--- src/rtl/intr_ctrl.sv ---
// Interrupt controller: captures rising edges into pending bits, arbitrates and runs the
// IDLE/REQ/SERVICE handshake with decode. Define INTR_ROUND_ROBIN_EN for round-robin arbitration.
module intr_ctrl #(
    parameter int NUM_SRC = 4
) (
    input  logic                       clk_i,
    input  logic                       rst_i,
    input  logic [NUM_SRC-1:0]         irq_i,
    input  logic [NUM_SRC-1:0]         irq_mask_i,
    input  logic                       enable_i,
    input  logic                       intr_taken_i,
    input  logic                       is_mret_i,
    output logic                       e_intr_o,
    output logic [$clog2(NUM_SRC)-1:0] irq_id_o,
    output logic [NUM_SRC-1:0]         irq_ack_o,
    output logic                       busy_o
);
    localparam int ID_W = $clog2(NUM_SRC);

    typedef enum logic [1:0] {
        IDLE,
        REQ,
        SERVICE
    } state_t;

    state_t             state;
    state_t             state_nxt;
    logic [NUM_SRC-1:0] pending;
    logic [NUM_SRC-1:0] hist;
    logic [NUM_SRC-1:0] rise;
    logic [NUM_SRC-1:0] cand;
    logic [NUM_SRC-1:0] clr;
    logic [ID_W-1:0]    winner;
    logic               grant;
    logic               take;

    assign rise = irq_i & ~hist;
    assign cand = pending & irq_mask_i;
    assign clr  = take ? (NUM_SRC'(1) << irq_id_o) : '0;

`ifdef INTR_ROUND_ROBIN_EN
    logic [ID_W-1:0] rr_last;

    // Search begins one past the last acknowledged source and wraps around.
    function automatic logic [ID_W-1:0] pick_rr(input logic [NUM_SRC-1:0] req,
                                                input logic [ID_W-1:0]    last);
        logic [ID_W-1:0] sel;
        logic            found;
        int              idx;
        sel   = '0;
        found = 1'b0;
        for (int k = 1; k <= NUM_SRC; k++) begin
            idx = (int'(last) + k) % NUM_SRC;
            if (!found && req[idx]) begin
                sel   = ID_W'(idx);
                found = 1'b1;
            end
        end
        return sel;
    endfunction

    assign winner = pick_rr(cand, rr_last);

    always_ff @(posedge clk_i or posedge rst_i) begin
        if (rst_i) begin
            rr_last <= ID_W'(NUM_SRC - 1);
        end else if (take) begin
            rr_last <= irq_id_o;
        end
    end
`else
    function automatic logic [ID_W-1:0] pick_fixed(input logic [NUM_SRC-1:0] req);
        logic [ID_W-1:0] sel;
        sel = '0;
        for (int i = NUM_SRC - 1; i >= 0; i--) begin
            if (req[i]) sel = ID_W'(i);
        end
        return sel;
    endfunction

    assign winner = pick_fixed(cand);
`endif

    always_comb begin
        state_nxt = state;
        grant     = 1'b0;
        take      = 1'b0;
        unique case (state)
            IDLE: begin
                if (|cand) begin
                    state_nxt = REQ;
                    grant     = 1'b1;
                end
            end
            REQ: begin
                if (intr_taken_i && enable_i) begin
                    state_nxt = SERVICE;
                    take      = 1'b1;
                end
            end
            SERVICE: begin
                if (is_mret_i && enable_i) state_nxt = IDLE;
            end
            default: state_nxt = IDLE;
        endcase
    end

    // A rising edge arriving in the ack cycle re-arms the bit the ack is clearing.
    always_ff @(posedge clk_i or posedge rst_i) begin
        if (rst_i) begin
            state     <= IDLE;
            pending   <= '0;
            hist      <= '0;
            irq_id_o  <= '0;
            irq_ack_o <= '0;
        end else begin
            state     <= state_nxt;
            hist      <= irq_i;
            pending   <= (pending & ~clr) | rise;
            irq_ack_o <= clr;
            if (grant) irq_id_o <= winner;
        end
    end

    assign e_intr_o = (state == REQ);
    assign busy_o   = (state != IDLE);

endmodule

--- config.mk ---
export PLATFORM = sky130hd
export DESIGN_NAME = intr_ctrl
export DESIGN_NICKNAME = d
export VERILOG_FILES = /design/src/rtl/intr_ctrl.sv
export SDC_FILE = /design/constraint.sdc
export NUM_CORES = 1
export LEC_CHECK = 0
export CORE_MARGIN = 1.5
export CORE_UTILIZATION = 42
export DETAILED_ROUTE_END_ITERATION = 7
export GPL_TIMING_DRIVEN = 0
export HOLD_SLACK_MARGIN = 0.05
export PLACE_DENSITY = 0.72
export SETUP_SLACK_MARGIN = 0.2
export SLEW_MARGIN = 20
export SYNTH_ARGS = -nofsm -noshare
export SYNTH_HDL_FRONTEND = slang
export SYNTH_SLANG_ARGS = --single-unit
export TNS_END_PERCENT = 1
--- constraint.sdc ---
create_clock -name clk_i -period 1.2 [get_ports clk_i]
set_input_delay 0.36 -clock clk_i [delete_from_list [all_inputs] [get_ports clk_i]]
set_output_delay 0.36 -clock clk_i [all_outputs]
set_load 0.05 [all_outputs]
Word-level counts from Yosys, hierarchy flattened. Index checks and enable logic that the tools add are counted.

Register bits: 16. Input bits: 13. Output and inout bits: 8. Logic and storage cells: 36.

Eq/ne operators: 5. Shifts and indexed selects: 1. Mux-type cells: 13. Bitwise logic cells: 6. Reduce and logical (&&, ||, !) cells: 6.

Operators with widths (count): $mux 2 (7); $and 4x4->4 (3); $not 4->4 (2); $pmux 2 s3 (1); $mux 1 (4); $mux 4 (1); $ne 2x2->1 const B (2); $or 4x4->4 (1); $reduce_or 4->1 (1); $shl 1x2->4 const A (1); $reduce_and 3->1 (1); $eq 2x1->1 const B (1); $eq 2x2->1 const B (1); $logic_and 1x1->1 (2); $logic_not 2->1 (1); $ne 2x1->1 const B (1); $reduce_bool 2->1 (1).

Depth between registers and ports, before layout.
Depth in word-level cells: 7. Gate-level depth with buffers: 4. Depth with buffers taken out: 4.

Least setup slack after synthesis. Ideal clock, no wire load.

Kind: register -> output. From: register state[0]. To: output port e_intr_o. Arrival: 943 ps. Data required time: 840 ps. Setup slack: -103 ps. Stages on the path, launching flop included: 2. Path buffers: 0. Cells stage by stage: dfrtp_1 > nor2b_2.

Longest elaborated chain between the ends: 1.

Ends and longest elaborated chain: start, declared (line 26) `state_t state;`; start signal, assigned (line 117) `state <= state_nxt;`; $eq 2x1->1 (line 125) `assign e_intr_o = (state == REQ);`; end, declared (line 13) `output logic e_intr_o,`.

No other way between the ends.

Final worst setup path.
From: register irq_id_o[1]. To: output port irq_id_o[1].

RTL lines: start, declared (line 14) `output logic [$clog2(NUM_SRC)-1:0] irq_id_o,`; start signal, assigned (line 121) `if (grant) irq_id_o <= winner;`.

No word-level cell between the ends.

==> results <==
## synthesized netlist by cell type
| cell | number |
|---|---|
| dfrtp_1 | 16 |
| o21ai_1 | 8 |
| nand2_1 | 6 |
| inv_1 | 5 |
| nor2_1 | 4 |
| a21oi_1 | 2 |
| a221o_1 | 1 |
| a22oi_1 | 1 |
| a2bb2oi_1 | 1 |
| a31o_1 | 1 |
| a32o_1 | 1 |
| inv_2 | 1 |
| mux2i_1 | 1 |
| nand2b_1 | 1 |
| nand4b_1 | 1 |
| nand4bb_1 | 1 |
| nor2_2 | 1 |
| nor2_4 | 1 |
| nor2b_1 | 1 |
| nor2b_2 | 1 |
## where the power goes
group          leakage, uW  internal [uW]  switching, uW
Clock            0.0000150            129            156
Sequential        0.000184            663            110
Combinational     0.000216            443            566
Total             0.000415           1230            831
## state kept, by name (all words and copies together), names as in the netlist
name,count
irq_id_o,2
state,2
pending,4
irq_ack_o,4
hist,4
## how the worst max path moves through the flow
stage / startpoint / to
5_1_grt: state[1] / e_intr_o
4_1_cts: state[1] / busy_o
3_5_place_dp: state[0] / e_intr_o
3_3_place_gp: state[0] / e_intr_o
2_1_floorplan: state[0] / e_intr_o
6_report: irq_id_o[1] / irq_id_o[1]
## per-layer routing
metal  part of all wire [%]  wire length (um)  up-vias
met5                      0                 0        -
met2                     49               578       16
met4                    4.6                55        0
met3                    6.1                72        6
li1                       -                 -      247
met1                     41               481      232
## cell usage in the layout, fill, tap and decap left out, drive strengths merged, types with 3 or more instances in the layout
cell type,count
dfrtp,16
nor2,6
clkbuf,4
o21ai,8
nand2,6
clkdlybuf4s15,3
clkdlybuf4s50,8
inv,5
dlygate4sd2,3
buf,8
## logic make-up after synthesis
group | synth area share [%]
AND/OR/NAND/NOR | 15.43
flip-flops | 64.13
multiplexers | 1.603
AO/OA/AOI/OAI | 15.23
buffers and inverters | 3.607
## through the flow
| stage | worst slack [ns] | area, um^2 |
|---|---|---|
| floorplan | 0.05795 | 634.4 |
| global placement | -0.6003 | 853.3 |
| detailed placement | -0.6003 | 853.3 |
| CTS | -0.2371 | 924.6 |
| global route | -0.2665 | 930.9 |
| finish | -0.2171 | 930.9 |
## area by class of cell
class	count	area share (%)
timing repair buffer	23	25.27
inverter	6	3.091
sequential	16	43.55
clock buffer	4	2.823
tap	15	2.016
multi-input combinational	33	23.25
## repair_timing
action,in CTS,in global routing
setup buffers,3,0
gates resized for setup,40,17
pin swaps,7,5
setup endpoints to repair,20,23
==> flow_summary_export.csv <==
group,metric,value,unit
outcome,run_status,"finished, violations left",
outcome,violations,"setup timing",
sta,finalCritPeriodShare,118.1,%
finish,n_fill_cell,127,
place,io_buffers,20,
global_route,antenna_found_initial,0,
worst_setup_path,required,0.84,ns
sta,rsz0062_at_grt,"yes",
global_route,use_met2,26.56,%
yosys,synth_area_per_cell,11.35,um^2
finish,drive_above_1_share,29.27,%
sta,period_needed,1.417,ns
worst_setup_path,cp_top_family,"flip-flops",
global_route,overflow,0,
worst_setup_path,reg2reg_depth,3,
worst_setup_path,cp_max_fo,4,
cts,cts_tree,"done",
power,power_density,2219,nW/um^2
finish,final_util,68.95,%
drt,vias,501,
yosys,yosysSeqAreaShare,64.13,%
sta,final-max-slew-violation-count,0,
floorplanning,die_h,41.56,um
floorplanning,ios,21,
yosys,yosys_warnings,0,
sta,relSlewSlack,77.60,%
worst_setup_path,r2r-end,"pending[1]",
sta,tightest_slew,0.3352,ns
global_route,grt_pass1_wl,2063,um
global_route,grt_max_degree,17,
worst_setup_path,slowest_stage,"dfrtp_2",
place,dp.cells,90,
worst_setup_path,critPathLaunchType,"flip-flop",
worst_setup_path,ff2ff_setup_slack,0.07,ns
finish,antennaDiodeCount,0,
worst_setup_path,critPathMaxStageDelay,0.44,ns
run,maxCapViolations,0,
floorplanning,num_rows,13,
drt,drcViolationCount,0,
worst_setup_path,critPathBufInv,1,
cts,clockBufferDepth,2,
floorplanning,dieArea,1727,um^2
global_route,use_met1,18.05,%
cts,cts.sinks,16,
drt,post_drt_via_cell_ratio,5.165,
worst_setup_path,cp_cell_sequence,"clkdlybuf4s15_2",
floorplanning,start_util,46.25,%
power,totalPowerFinal,2066,uW
sta,max_freq,705.7,MHz
cts,htree_levels,1,
worst_setup_path,r2r-start,"state[1]",
drt,wl_per_cell,12.24,um
cts,root_buffer,"clkbuf_4",
drt,ant_nets,0,
yosys,syn_inst,55,
power,power.leakage,0.0004147,uW
floorplanning,core,1350,um^2
yosys,yosysTopAreaCell,"dfrtp_1",
cts,clock_latency,0.28,ns
global_route,busiest_layer,"met2",
place,place.gp.congestion,0.7436,
place,hpwl,839.4,um
yosys,synth_cell_types,20,
yosys,syn-num-nets,68,
yosys,ys_seq_elements,16,
sta,whs,0.3889,ns
sta,setup_viol,6,
power,ir_drop,830.7,uV
yosys,post-synth-top-area-fraction,64.13,%
worst_setup_path,critPathArrivalTime,1.06,ns
sta,finClkSkew,0.008144,ns
global_route,groute.usage.overall,16.51,%
global_route,grt_pass1_vias,490,
cts,cts_buffers,3,
worst_setup_path,criticalPathCategory,"flip-flop to primary output",
sta,final-hold-violation-count,0,
cts,clkTransAtPathRegs,0.09,ns
sta,finalSetupTns,-0.9473,ns
sta,post-route-worst-setup-slack,-0.2171,ns
drt,wl,1187,um
yosys,synthesis.area,624.3,um^2
finish,fin_cells,97,
cts,postCtsHoldBufs,0,
yosys,synthTopCellsByArea,"dfrtp_1 (64%), o21ai_1 (6.4%), nand2_1 (3.6%)",
finish,syn2layout_area_growth,49.10,%
global_route,gr-usage-met3,4.348,%
drt,drtIter0Drc,0,
finish,regArea,405.4,um^2
floorplanning,dieWidth,41.56,um
worst_setup_path,path_depth,1,
worst_setup_path,crit_path_end_kind,"primary output",
finish,multi_input_area,216.5,um^2
drt,first_pass_iters,1,
hold_path,hp-class,"input port to asynchronous set/reset pin",
finish,nNetsFinal,96,
No activity file was read; power rests on OpenSTA's default activity.
